$ cat config.mk
export PLATFORM = sky130hd
export DESIGN_NAME = risc_ctrl_fsm
export DESIGN_NICKNAME = d
export VERILOG_FILES = /design/src/rtl/risc_pkg.sv /design/src/rtl/risc_decode.sv /design/src/rtl/risc_ctrl_fsm.sv
export SDC_FILE = /design/constraint.sdc
export NUM_CORES = 1
export LEC_CHECK = 0
export ABC_AREA = 1
export BUFFER_PORTS_ARGS = -buffer_cell sky130_fd_sc_hd__clkbuf_2
export CAP_MARGIN = 0
export CORE_UTILIZATION = 45
export CTS_CLUSTER_DIAMETER = 120
export DETAILED_ROUTE_END_ITERATION = 7
export GPL_TIMING_DRIVEN = 0
export HOLD_SLACK_MARGIN = 0.06
export PLACE_DENSITY = 0.88
export SKIP_CTS_REPAIR_TIMING = 1
export SLEW_MARGIN = 25
export SYNTH_ARGS = -nofsm -noshare
export SYNTH_HDL_FRONTEND = slang
export SYNTH_SLANG_ARGS = --single-unit
$ cat constraint.sdc
create_clock -name clk -period 3.3 [get_ports clk]
set_input_delay 0.165 -clock clk [delete_from_list [all_inputs] [get_ports clk]]
set_output_delay 0.165 -clock clk [all_outputs]
set_load 0.01 [all_outputs]
$ cat src/rtl/risc_pkg.sv
// Shared encodings for the RiSC-16 multicycle control path: opcodes, FSM states
// and the select codes seen by the datapath muxes.
package risc_pkg;

    localparam int unsigned InstrW   = 16;
    localparam int unsigned RegAddrW = 3;

    typedef enum logic [2:0] {
        OpAdd  = 3'b000,
        OpAddi = 3'b001,
        OpNand = 3'b010,
        OpLui  = 3'b011,
        OpSw   = 3'b100,
        OpLw   = 3'b101,
        OpBeq  = 3'b110,
        OpJalr = 3'b111
    } opcode_e;

    typedef enum logic [2:0] {
        StReset,
        StFetch,
        StDecode,
        StExec,
        StMem,
        StWb,
        StBranch,
        StHalt
    } state_e;

    localparam logic [1:0] Src1Rd1 = 2'd0;
    localparam logic [1:0] Src1Pc  = 2'd1;
    localparam logic [1:0] Src1Imm = 2'd2;

    localparam logic [1:0] Src2Rd2  = 2'd0;
    localparam logic [1:0] Src2Simm = 2'd1;
    localparam logic [1:0] Src2One  = 2'd2;

    localparam logic [1:0] WdAluOut = 2'd0;
    localparam logic [1:0] WdMem    = 2'd1;
    localparam logic [1:0] WdPc     = 2'd2;

    localparam logic PcAluOut = 1'b0;
    localparam logic PcRd1    = 1'b1;

    localparam logic AddrPc     = 1'b0;
    localparam logic AddrAluOut = 1'b1;

endpackage

$ cat src/rtl/risc_decode.sv
// Combinational field extraction for a RiSC-16 instruction word.
// Immediates are consumed by the datapath straight from ir.
module risc_decode
    import risc_pkg::*;
(
    input  logic [InstrW-1:0]   ir,
    output opcode_e             opcode,
    output logic [RegAddrW-1:0] ra,
    output logic [RegAddrW-1:0] rb,
    output logic [RegAddrW-1:0] rc,
    output logic                is_halt
);

    logic [6:0] simm7;

    assign opcode = opcode_e'(ir[15:13]);
    assign ra     = ir[12:10];
    assign rb     = ir[9:7];
    assign rc     = ir[2:0];
    assign simm7  = ir[6:0];

    // JALR with a non-zero immediate field is the halt encoding
    assign is_halt = (opcode == OpJalr) && (simm7 != 7'd0);

endmodule

$ cat src/rtl/risc_ctrl_fsm.sv
// Multicycle control FSM for the RiSC-16 core: sequences fetch, decode, execute,
// memory and write-back, driving the datapath selects and the memory handshake.
module risc_ctrl_fsm
    import risc_pkg::*;
#(
    parameter int unsigned IW = 16,
    parameter int unsigned RW = 3
) (
    input  logic          clk,
    input  logic          rst,
    input  logic [IW-1:0] mem_rdata,
    input  logic          mem_ready,
    input  logic          eq_in,
    output logic          mem_req,
    output logic          mem_we,
    output logic          mem_addr_sel,
    output logic          alu_add,
    output logic          alu_nand,
    output logic          alu_pass1,
    output logic          alu_eq,
    output logic [1:0]    alu_src1_sel,
    output logic [1:0]    alu_src2_sel,
    output logic          aluout_we,
    output logic [RW-1:0] rf_ra1,
    output logic [RW-1:0] rf_ra2,
    output logic [RW-1:0] rf_wa,
    output logic          rf_we,
    output logic [1:0]    rf_wd_sel,
    output logic          pc_we,
    output logic          pc_sel,
    output logic [IW-1:0] ir,
    output logic          halted
);

    state_e        state_q;
    logic [IW-1:0] ir_q;
    logic          halted_q;

    opcode_e       opcode;
    logic [RW-1:0] ra;
    logic [RW-1:0] rb;
    logic [RW-1:0] rc;
    logic          is_halt;
    logic          rf_wr_req;

    risc_decode u_decode (
        .ir      (ir_q),
        .opcode  (opcode),
        .ra      (ra),
        .rb      (rb),
        .rc      (rc),
        .is_halt (is_halt)
    );

    always_ff @(posedge clk or posedge rst) begin
        if (rst) begin
            state_q  <= StReset;
            ir_q     <= '0;
            halted_q <= 1'b0;
        end else begin
            unique case (state_q)
                StReset: state_q <= StFetch;
                StFetch: begin
                    if (mem_ready) begin
                        ir_q    <= mem_rdata;
                        state_q <= StDecode;
                    end
                end
                StDecode: begin
                    if (is_halt) begin
                        halted_q <= 1'b1;
                        state_q  <= StHalt;
                    end else begin
                        state_q <= StExec;
                    end
                end
                StExec: begin
                    unique case (opcode)
                        OpAdd, OpAddi, OpNand, OpLui: state_q <= StWb;
                        OpSw, OpLw:                   state_q <= StMem;
                        OpBeq:                        state_q <= eq_in ? StBranch : StFetch;
                        OpJalr:                       state_q <= StFetch;
                    endcase
                end
                StMem: begin
                    if (mem_ready) begin
                        state_q <= StFetch;
                    end
                end
                StWb:     state_q <= StFetch;
                StBranch: state_q <= StFetch;
                StHalt:   state_q <= StHalt;
            endcase
        end
    end

    // Strobes decode from the registered state so an async reset kills them at once
    always_comb begin
        mem_req      = 1'b0;
        mem_we       = 1'b0;
        mem_addr_sel = AddrPc;
        alu_add      = 1'b0;
        alu_nand     = 1'b0;
        alu_pass1    = 1'b0;
        alu_eq       = 1'b0;
        alu_src1_sel = Src1Rd1;
        alu_src2_sel = Src2Rd2;
        aluout_we    = 1'b0;
        rf_ra1       = '0;
        rf_ra2       = '0;
        rf_wa        = '0;
        rf_wr_req    = 1'b0;
        rf_wd_sel    = WdAluOut;
        pc_we        = 1'b0;
        pc_sel       = PcAluOut;

        if (state_q inside {StDecode, StExec, StMem, StWb, StBranch}) begin
            rf_ra1 = (opcode == OpBeq) ? ra : rb;
            unique case (opcode)
                OpBeq:   rf_ra2 = rb;
                OpSw:    rf_ra2 = ra;
                default: rf_ra2 = rc;
            endcase
        end

        unique case (state_q)
            StFetch: begin
                mem_req      = 1'b1;
                mem_addr_sel = AddrPc;
                alu_add      = 1'b1;
                alu_src1_sel = Src1Pc;
                alu_src2_sel = Src2One;
                pc_we        = mem_ready;
                pc_sel       = PcAluOut;
            end
            StExec: begin
                unique case (opcode)
                    OpAdd: begin
                        alu_add   = 1'b1;
                        aluout_we = 1'b1;
                    end
                    OpAddi, OpSw, OpLw: begin
                        alu_add      = 1'b1;
                        alu_src2_sel = Src2Simm;
                        aluout_we    = 1'b1;
                    end
                    OpNand: begin
                        alu_nand  = 1'b1;
                        aluout_we = 1'b1;
                    end
                    OpLui: begin
                        alu_pass1    = 1'b1;
                        alu_src1_sel = Src1Imm;
                        aluout_we    = 1'b1;
                    end
                    OpBeq: begin
                        alu_eq = 1'b1;
                    end
                    OpJalr: begin
                        // Link and jump in one cycle; rd1 still holds the old rB if rA == rB
                        rf_wa     = ra;
                        rf_wr_req = 1'b1;
                        rf_wd_sel = WdPc;
                        pc_we     = 1'b1;
                        pc_sel    = PcRd1;
                    end
                endcase
            end
            StMem: begin
                mem_req      = 1'b1;
                mem_addr_sel = AddrAluOut;
                mem_we       = (opcode == OpSw);
                if (opcode == OpLw) begin
                    rf_wa     = ra;
                    rf_wr_req = mem_ready;
                    rf_wd_sel = WdMem;
                end
            end
            StWb: begin
                rf_wa     = ra;
                rf_wr_req = 1'b1;
                rf_wd_sel = WdAluOut;
            end
            StBranch: begin
                alu_add      = 1'b1;
                alu_src1_sel = Src1Pc;
                alu_src2_sel = Src2Simm;
                pc_we        = 1'b1;
                pc_sel       = PcAluOut;
            end
            default: ;
        endcase

        // r0 is hardwired to zero
        rf_we = rf_wr_req && (rf_wa != '0);
    end

    assign ir     = ir_q;
    assign halted = halted_q;

endmodule

==> impl_metrics.py, run 1 <==
metrics = {
    "status": {
        "outcome": "complete, no violations",
    },
    "timing": {
        "period_share": 0.6020,
        "skew_ns": 0.003710,
        "holdWs_ns": 0.08231,
        "period_needed_ns": 1.986,
        "hold_viol": 0,
        "max_slew.worst_pin.slew_ns": 0.7508,
        "fmaxAchievable_mhz": 503.4,
        "setup_violations": 0,
        "maxSlewViolCount": 0,
        "rsz0062_at_grt": "false",
        "setup_tns_ns": 0,
        "max_slew_margin": 0.4989,
    },
    "detailed_routing": {
        "drt_iter0_markers": 29,
        "antenna_left": 0,
        "dr_total_vias": 1357,
        "drc": 0,
        "totalWireLength_mm": 3.367,
        "dr.pass1.iters": 4,
        "detail_route.vias_per_cell": 5.160,
        "routedWlPerCell_microns": 12.80,
    },
    "critical_path": {
        "regToRegSetupSlack_ns": 1.79,
        "end_kind": "output pin",
        "critPathKind": "reg2out",
        "cp.arrival_ns": 1.82,
        "cp_max_fo": 9,
        "reg2reg_from": "state_q[2]",
        "worst_r2r_path_depth": 7,
        "cp-start-kind": "flip-flop",
        "reg2reg_to": "state_q[2]",
        "worstPathRequired_ns": 3.13,
    },
    "power_and_ir_drop": {
        "seq_power_share": 0.281,
        "clkPwrFrac": 0.071,
        "p_per_area_nw_per_um2": 974.4,
        "p_leak_nw": 1.044,
        "intPower_uw": 847.3,
        "combPwrFrac": 0.648,
        "peakVddDrop_mv": 0.6216,
        "p_sw_frac": 0.4924,
        "p_switching_uw": 821.8,
        "p_total_mw": 1.669,
    },
    "global_routing": {
        "grt-ovfl-total": 0,
        "grt_pass1_wl_mm": 5.533,
        "antenna_found_initial": 0,
        "first_global_vias": 1278,
        "grt_start_max_net_pins": 21,
        "grt_usage": 0.2181,
    },
    "final_layout": {
        "antenna_cells": 0,
        "fin_nets": 256,
        "area_growth_syn_to_layout_pct": 28.67,
        "drive_gt1_frac": 0.3966,
    },
    "placed_design": {
        "port_buffers": 62,
        "place_congestion": 0.8968,
        "dp_hpwl_mm": 2.728,
    },
    "floorplanning": {
        "placementRows": 19,
        "die_w_microns": 56.39,
        "start_util": 0.4786,
        "coreArea_sq_um": 2781,
        "die_area_sq_um": 3180,
        "die_h_microns": 56.39,
        "ioPinCount": 63,
    },
    "cts": {
        "clk_pin_slew_worst_paths_ns": 0.11,
        "cts.sinks": 20,
        "clock_path_buffers": 2,
        "cts_made_buffers": 3,
        "cts_tree": "yes",
        "root_buffer": "clkbuf_4",
        "clkLatencyLatePin_ns": 0.30,
        "htreeDepth": 1,
    },
    "flow_run": {
        "drv_cap": 0,
    },
    "synth": {
        "ys_types": 30,
        "synth_edf_count": 0,
        "syn_nets": 188,
        "ys_ff_latch": 20,
        "syn_inst": 166,
        "synthMuxAreaShare": 0.06767,
        "synthTopCellsByArea": "dfrtp_1 38%, inv_1 7.3%, nand2_1 7.3%",
        "avgSynthCellArea_sq_um": 8.020,
        "yosysWarnings": 0,
        "yosysTopAreaCellShare": 0.3759,
        "synth_xor_xnor_area_share": 0,
        "netlist_area_sq_um": 1331,
        "synth_ff_type": "dfrtp_1",
        "synth_top_family_by_area": "simple AND/OR/NAND/NOR gates",
        "synth-compound-area-share": 0.1344,
        "synthAdderAreaFrac": 0.01880,
        "synthSimpleGateAreaFrac": 0.2820,
        "synthTopCellsByCount": "26 x inv_1, 26 x nand2_1, 22 x nor2_1, 20 x dfrtp_1, 12 x a21oi_1",
        "seq_area_frac_synth": 0.3759,
        "ys_async_sr_fraction": 1.000,
        "synth_top_area_cell": "dfrtp_1",
    },
    "hold_path": {
        "holdPathStages": 2,
        "min_to": "ir[1]",
        "worstHoldStart": "mem_rdata[1]",
        "hold_path_class": "in2reg",
    },
}
final cells by class:
cell class | count | area, sq um
plain buffers | 4 | 51.30
clock buffers | 3 | 22.52
fillers | 267 | 1069
inverters | 29 | 110.1
multi-input cells | 113 | 669.4
flip-flops and latches | 20 | 500.5
well taps | 31 | 38.79
repair buffers | 63 | 320.3
critical path: stages, from the launching register on:
cell and delay (ns):
dfrtp_1 0.38, clkbuf_8 0.18, clkinv_2 0.08, ha_1 0.29
nand2_1 0.17, o21ai_0 0.13, a21oi_1 0.14, clkbuf_2 0.15
metal layers:
layer,GRT usage,wire length (microns),part of all wire,vias up
met3,0.02074,149,0.044,4
met5,0,0,0,-
met2,0.4082,1739,0.52,46
li1,-,-,-,669
met1,0.2676,1453,0.43,638
met4,0.05226,25,0.0074,0
power groups by stage:
stage / Combinational (mW) / Sequential (mW) / Clock (mW)
floorplan: 0.687 / 0.502 / 0
CTS: 1.08 / 0.467 / 0.115
detailed placement: 1.08 / 0.473 / 0
finish: 1.08 / 0.468 / 0.119
global placement: 1.05 / 0.468 / 0
global route: 1.19 / 0.484 / 0.129
worst max path at each step:
stage / endpoint / depth (start not counted) / from / slack [ns]
floorplan: rf_wa[0] / 8 / state_q[1] / 1.84
global placement: rf_ra1[1] / 7 / state_q[1] / 1.70
detailed placement: rf_ra1[1] / 7 / state_q[1] / 1.67
CTS: rf_ra1[1] / 7 / state_q[1] / 1.33
global route: rf_we / 6 / state_q[2] / 1.16
finish: rf_ra1[1] / 7 / state_q[1] / 1.31
per-stage QoR:
step	std cells	setup slack [ns]	utilization	area, sq um
after floorplan	166	1.844	-	1331
after global placement	259	1.700	0.6041	1680
after detailed placement	259	1.670	0.6041	1680
after CTS	262	1.331	0.6122	1703
after global routing	263	1.160	0.6158	1713
final	263	1.314	0.6158	1713
registers in the layout, summed over array words and instances, names as in the netlist:
name,cells
halted,1
ir,16
state_q,3
kinds of logic after synthesis:
family	count (synthesis)
fa+ha+maj	2
flops	20
buf+inv	33
compound gates	29
simple gates	76
mux	6
cells in the final DEF (no fill, tap or decap):
master and n:
inv_2 2, nand2_8 1, nand2_1 26, clkbuf_2 62
mux2_4 6, nor4_1 3, o21ai_1 1, nand3_2 1
nor3_1 4, clkbuf_8 1, buf_4 1, nand3_1 9
nand2_2 2, a21oi_2 4, ha_1 2, buf_8 2
a21oi_1 12, nand4_1 1, dfrtp_1 20, a31oi_1 1
or2_1 1, o21bai_1 1, nor2_8 1, o21ai_0 6
inv_1 26, clkinv_2 1, a2bb2oi_1 1, nor2_1 22
nor2_2 4, dlygate4sd3_1 1, clkbuf_4 3, o221ai_1 3
nand2_4 1
Power figures use the tool's default switching activity.
==> run 2, diff against run 1 <==
--- a/config.mk
+++ b/config.mk
@@ -5,15 +5,15 @@
 export SDC_FILE = /design/constraint.sdc
 export NUM_CORES = 1
 export LEC_CHECK = 0
-export ABC_AREA = 1
+export ABC_AREA = 0
 export BUFFER_PORTS_ARGS = -buffer_cell sky130_fd_sc_hd__clkbuf_2
 export CAP_MARGIN = 0
-export CORE_UTILIZATION = 45
+export CORE_UTILIZATION = 41
 export CTS_CLUSTER_DIAMETER = 120
 export DETAILED_ROUTE_END_ITERATION = 7
 export GPL_TIMING_DRIVEN = 0
 export HOLD_SLACK_MARGIN = 0.06
-export PLACE_DENSITY = 0.88
+export PLACE_DENSITY = 0.85
 export SKIP_CTS_REPAIR_TIMING = 1
 export SLEW_MARGIN = 25
 export SYNTH_ARGS = -nofsm -noshare
==> constraint.sdc (replaced) <==
create_clock -name clk -period 1.8 [get_ports clk]
set_input_delay 0.09 -clock clk [delete_from_list [all_inputs] [get_ports clk]]
set_output_delay 0.09 -clock clk [all_outputs]
set_load 0.01 [all_outputs]
==> run 2 against run 1 <==
Compared with the run above:
- combinational power grew 110%
- largest cell class unchanged
- sequential share of layout area shrank 4.0 points
- utilization grew 3.9 points
- register-to-register slack lost 1.7 ns
- die area grew 7.9%
- synthesized cell count shrank 20%
==> impl_metrics.py, run 2 <==
metrics = {
    "status": {
        "outcome": "complete, no violations",
    },
    "placed_design": {
        "port_buffers": 62,
        "placed_cells": 238,
        "place_congestion": 0.8966,
        "place_ws_ns": 0.07606,
        "placed_area_sq_um": 1678,
        "dp_hpwl_mm": 2.581,
    },
    "timing": {
        "layout_setup_ws_ns": 0.02578,
        "max_slew.worst_pin.slew_ns": 0.7777,
        "period_share": 0.9857,
        "rsz0062_at_grt": "true",
        "fmaxAchievable_mhz": 563.6,
        "setup_violations": 0,
        "skew_ns": 0.004582,
        "holdWs_ns": 0.09930,
        "maxSlewViolCount": 0,
        "period_needed_ns": 1.774,
        "hold_viol": 0,
        "max_slew_margin": 0.4810,
    },
    "synth": {
        "avgSynthCellArea_sq_um": 9.943,
        "synth_edf_count": 0,
        "yosysTopAreaCellShare": 0.3813,
        "synthTopCellsByArea": "dfrtp_1 38%, mux2_4 11%, mux2_2 5.1%",
        "synthTopCellsByCount": "20 x dfrtp_1, 10 x mux2_4, 9 x a21oi_1, 9 x nand2_1, 9 x o21ai_0",
        "syn_inst": 132,
        "yosysWarnings": 0,
        "yosysMostFrequentCell": "dfrtp_1",
        "ys_ff_latch": 20,
        "ys_async_sr_fraction": 1.000,
        "ys_types": 38,
        "syn_nets": 154,
        "seq_area_frac_synth": 0.3813,
        "synth_top_area_cell": "dfrtp_1",
        "synth_ff_type": "dfrtp_1",
        "netlist_area_sq_um": 1313,
    },
    "final_layout": {
        "area_growth_syn_to_layout_pct": 52.24,
        "fin_nets": 244,
        "finalInstanceArea_sq_um": 1998,
        "largest_reg_flops": 16,
        "drive_gt1_frac": 0.5273,
        "final_common_cell": "clkbuf_2",
        "mostFrequentLayoutCells": "61 x clkbuf_2, 17 x dfrtp_1, 17 x dlygate4sd3_1, 10 x mux2_4, 10 x buf_4",
        "instances_no_fill": 264,
        "antenna_cells": 0,
    },
    "critical_path": {
        "crit_buf_inv": 2,
        "cp_max_fo": 6,
        "max_stage_delay_ns": 0.42,
        "reg2reg_from": "ir[0]",
        "critPathTopFamily": "simple AND/OR/NAND/NOR gates",
        "cp-start-kind": "flip-flop",
        "worst_r2r_path_depth": 4,
        "worstPathRequired_ns": 1.71,
        "reg2reg_to": "state_q[2]",
        "end_kind": "output pin",
        "regToRegSetupSlack_ns": 0.09,
        "cp_cell_sequence": "buf_6 > and3b_2 > a31oi_1 > a21oi_2 > and2_1 > clkbuf_2",
        "cp_slowest_cell": "dfrtp_1",
        "path_depth": 6,
        "cp.arrival_ns": 1.68,
        "critPathKind": "reg2out",
    },
    "cts": {
        "cts.sinks": 20,
        "clkLatencyLatePin_ns": 0.30,
        "clock_path_buffers": 2,
        "clk_pin_slew_worst_paths_ns": 0.11,
        "htreeDepth": 1,
        "cts_tree": "yes",
        "root_buffer": "clkbuf_4",
        "cts_made_buffers": 3,
    },
    "floorplanning": {
        "coreArea_sq_um": 3053,
        "die_h_microns": 58.58,
        "die_w_microns": 58.58,
        "placementRows": 20,
        "ioPinCount": 63,
        "start_util": 0.4299,
        "die_area_sq_um": 3432,
    },
    "hold_path": {
        "worstHoldStart": "mem_ready",
        "holdPathStages": 2,
        "min_to": "state_q[0]",
        "hold_path_class": "in2reg",
    },
    "power_and_ir_drop": {
        "p_total_mw": 3.421,
        "peakVddDrop_mv": 0.8675,
        "p_leak_nw": 0.9614,
        "p_per_area_nw_per_um2": 1712,
    },
    "global_routing": {
        "grt_start_max_net_pins": 21,
        "antenna_found_initial": 0,
        "grt-ovfl-total": 0,
        "grt_usage": 0.1967,
        "first_global_vias": 1127,
        "grt_pass1_wl_mm": 5.133,
    },
    "detailed_routing": {
        "drc": 0,
        "totalWireLength_mm": 3.893,
        "detail_route.vias_per_cell": 5.303,
        "routedWlPerCell_microns": 14.75,
        "dr.pass1.iters": 4,
        "dr_total_vias": 1400,
        "drt_iter0_markers": 79,
        "antenna_left": 0,
    },
    "flow_run": {
        "drv_cap": 0,
    },
}
run 2: changes by cell type after synthesis, sizes merged, moves of 4 or more:
cell	previous run	this run
nor2	27	6
nor2b	0	6
inv	28	5
a21oi	16	9
mux2	6	16
nand3	10	2
and2	0	5
a211oi	0	4
mux2i	0	4
nand2	30	9
run 2: worst register-to-register path, cell delays in order (launching register included):
cell and delay (ns):
dfrtp_1 0.42, or4_1 0.54, nor4_1 0.36, o32a_1 0.21, o21ai_1 0.06
run 2: worst max-delay path by stage:
stage | slack [ns] | end | startpoint
after floorplan | 0.24 | ir[10] | state_q[2]
after global placement | 0.14 | state_q[2] | ir[0]
after detailed placement | 0.08 | rf_ra2[2] | state_q[1]
after CTS | -0.27 | rf_ra2[2] | ir[15]
after global routing | -0.04 | rf_wa[2] | state_q[2]
final | 0.03 | rf_wa[2] | ir[14]
run 2: layer usage:
layer / wire [microns] / vias to the layer above / GRT usage
met4: 61 / 0 / 0.06122
met1: 1647 / 644 / 0.2689
met3: 248 / 8 / 0.02418
li1: - / 665 / -
met2: 1936 / 83 / 0.3268
met5: 0 / - / 0
run 2: cells by family (layout without fill, tap and decap cells):
kind of cell | count (synthesis) | count (layout) | synth area share
compound gates | 33 | 33 | 0.1573
fa+ha+maj | 2 | 2 | 0.01906
buf+inv | 13 | 101 | 0.05815
flops | 20 | 20 | 0.3813
mux | 20 | 20 | 0.1964
simple gates | 44 | 44 | 0.1878
run 2: final cells by class:
| class | count | area, sq um |
|---|---|---|
| Inverter | 5 | 18.77 |
| Fill cell | 251 | 1055 |
| Timing Repair Buffer | 86 | 533.0 |
| Clock buffer | 3 | 22.52 |
| Buffer | 7 | 70.07 |
| Multi-Input combinational cell | 99 | 794.5 |
| Tap cell | 44 | 55.05 |
| Sequential cell | 20 | 504.2 |
run 2: stage by stage:
step | util | setup TNS [ns]
2_1_floorplan | - | 0
3_3_place_gp | 0.5496 | 0
3_5_place_dp | 0.5496 | 0
4_1_cts | 0.5570 | -1.916
5_1_grt | 0.6545 | -0.1184
6_report | 0.6545 | 0
run 2: power by group:
group,switching (mW),internal (mW)
clock,0.135,0.0781
sequential,0.265,0.681
combinational,1.16,1.10
==> run 3, diff against run 2 <==
--- a/config.mk
+++ b/config.mk
@@ -6,14 +6,15 @@
 export NUM_CORES = 1
 export LEC_CHECK = 0
 export ABC_AREA = 0
-export BUFFER_PORTS_ARGS = -buffer_cell sky130_fd_sc_hd__clkbuf_2
 export CAP_MARGIN = 0
-export CORE_UTILIZATION = 41
+export CORE_UTILIZATION = 45
 export CTS_CLUSTER_DIAMETER = 120
 export DETAILED_ROUTE_END_ITERATION = 7
+export DONT_BUFFER_PORTS = 1
 export GPL_TIMING_DRIVEN = 0
 export HOLD_SLACK_MARGIN = 0.06
-export PLACE_DENSITY = 0.85
+export PLACE_DENSITY = 0.72
+export REMOVE_ABC_BUFFERS = 1
 export SKIP_CTS_REPAIR_TIMING = 1
 export SLEW_MARGIN = 25
 export SYNTH_ARGS = -nofsm -noshare
==> run 3 against run 2 <==
Compared with the run above:
- via count is 18% lower
- design area decreased by 20%
- flip-flop and latch count unchanged
- clock-buffer cell count is the same
- die area shrank 8.6%
- sequential power up 22%
- critical path depth down 2
- global-route usage rose by 0.41 points
- worst hold slack worse by 0.022 ns
- routed wire length shrank 12%
- clock power fell by 2%
- critical endpoint is now rf_ra2[1]
- largest power group unchanged
==> impl_metrics.py, run 3 (same netlist as run 2, synthesis figures left out) <==
metrics = {
    "detailed_routing": {
        "drt_iter0_markers": 79,
        "drc": 0,
        "routedWlPerCell_microns": 18.90,
        "totalWireLength_mm": 3.421,
        "dr_total_vias": 1144,
        "dr.pass1.iters": 4,
        "detail_route.vias_per_cell": 6.320,
        "antenna_left": 0,
    },
    "global_routing": {
        "grt_start_max_net_pins": 21,
        "grt_usage": 0.2008,
        "grt_pass1_wl_mm": 4.926,
        "first_global_vias": 1016,
        "antenna_found_initial": 0,
        "grt-ovfl-total": 0,
    },
    "critical_path": {
        "cp_slowest_cell": "dfrtp_2",
        "cp_max_fo": 6,
        "max_stage_delay_ns": 0.45,
        "crit_end": "rf_ra2[1]",
        "worstPathRequired_ns": 1.71,
        "reg2reg_to": "ir[15]",
        "regToRegSetupSlack_ns": 0.10,
        "path_depth": 4,
        "end_kind": "output pin",
        "cp-startpoint": "state_q[1]",
        "cp.arrival_ns": 1.67,
        "worst_r2r_path_depth": 4,
        "cp_cell_sequence": "inv_1 > ha_1 > and2_1 > a211oi_2",
        "critPathKind": "reg2out",
        "crit_buf_inv": 1,
        "critPathTopFamily": "flip-flops",
        "reg2reg_from": "state_q[2]",
        "cp-start-kind": "flip-flop",
    },
    "timing": {
        "setup_violations": 0,
        "maxSlewViolCount": 0,
        "fmaxAchievable_mhz": 568.3,
        "max_slew.worst_pin.slew_ns": 0.7351,
        "layout_setup_ws_ns": 0.04040,
        "setup_tns_ns": 0,
        "hold_viol": 0,
        "skew_ns": 0.002279,
        "rsz0062_at_grt": "true",
        "period_needed_ns": 1.760,
        "period_share": 0.9776,
        "holdWs_ns": 0.07749,
        "max_slew_margin": 0.5094,
    },
    "power_and_ir_drop": {
        "p_per_area_nw_per_um2": 1777,
        "p_leak_nw": 0.6394,
        "peakVddDrop_mv": 1.044,
        "p_total_mw": 2.857,
    },
    "floorplanning": {
        "die_h_microns": 56.01,
        "ioPinCount": 63,
        "placementRows": 19,
        "die_w_microns": 56.01,
        "die_area_sq_um": 3137,
        "start_util": 0.4760,
        "coreArea_sq_um": 2758,
    },
    "status": {
        "outcome": "complete, no violations",
    },
    "final_layout": {
        "final-seq-area_sq_um": 506.7,
        "largest_reg_flops": 16,
        "fin_nets": 174,
        "finalInstanceArea_sq_um": 1608,
        "final_common_cell": "dlygate4sd3_1",
        "area_growth_syn_to_layout_pct": 22.50,
        "instances_no_fill": 181,
        "antenna_cells": 0,
        "multi_input_area_sq_um": 808.3,
        "drive_gt1_frac": 0.3133,
        "fillers": 242,
        "mostFrequentLayoutCells": "19 x dlygate4sd3_1, 15 x dfrtp_1, 10 x mux2_4, 9 x o21ai_0, 9 x nand2_1",
        "final_core_util": 0.5830,
    },
    "cts": {
        "root_buffer": "clkbuf_4",
        "cts_made_buffers": 3,
        "cts.sinks": 20,
        "clkLatencyLatePin_ns": 0.30,
        "cts_tree": "yes",
        "htreeDepth": 1,
        "clock_path_buffers": 2,
        "clk_pin_slew_worst_paths_ns": 0.10,
    },
    "flow_run": {
        "drv_cap": 0,
    },
    "placed_design": {
        "place_congestion": 0.8575,
        "place_ws_ns": -0.07038,
        "placed_cells": 155,
        "placed_area_sq_um": 1294,
        "dp_hpwl_mm": 2.219,
        "port_buffers": 0,
    },
    "hold_path": {
        "worstHoldStart": "mem_ready",
        "hold_path_class": "in2reg",
    },
}
==> run 3: cell count changes in the layout (fill, tap and decap cells not counted), moves of 2 or more <==
| cell | change |
|---|---|
| clkbuf_2 | -60 |
| a21oi_1 | -2 |
| buf_4 | -9 |
| dfrtp_1 | -2 |
| buf_6 | -2 |
| dfrtp_2 | +2 |
| dlygate4sd3_1 | +2 |
| nor3_1 | -2 |
| nor3_2 | +2 |
| nor4_2 | +2 |
| a21oi_2 | +2 |
| nor4_1 | -2 |
==> run 3: worst min path at each step <==
stage	end	slack [ns]	cells after the start
6_report	state_q[1]	0.08	3
4_1_cts	ir[3]	-0.18	1
5_1_grt	state_q[1]	0.12	3
2_1_floorplan	halted	0.05	1
3_5_place_dp	ir[3]	0.15	1
3_3_place_gp	ir[3]	0.13	1
==> run 3: worst min-delay path, stage by stage <==
cell	delay (ns)
nand3b_1	0.05
o21ai_0	0.08
o2bb2ai_1	0.12
==> run 3: layer usage <==
layer	share of wire	vias to the layer above	routed length, microns	global-route usage
met3	0.10	7	342	0.06279
met1	0.41	550	1387	0.2548
li1	-	520	-	-
met2	0.48	67	1628	0.3231
met4	0.018	0	63	0.06969
met5	0	-	0	0
==> run 3: cell type report <==
class | count | area share
Sequential cell | 20 | 0.3152
Timing Repair Buffer | 23 | 0.1323
Inverter | 5 | 0.01167
Multi-Input combinational cell | 99 | 0.5027
Clock buffer | 3 | 0.01401
Tap cell | 31 | 0.02412
==> run 3: power by group <==
group          total (mW)  switching, mW  internal, mW
clock network       0.208          0.130        0.0781
registers            1.15          0.464         0.685
logic                1.50          0.826         0.673
total                2.86           1.42          1.44
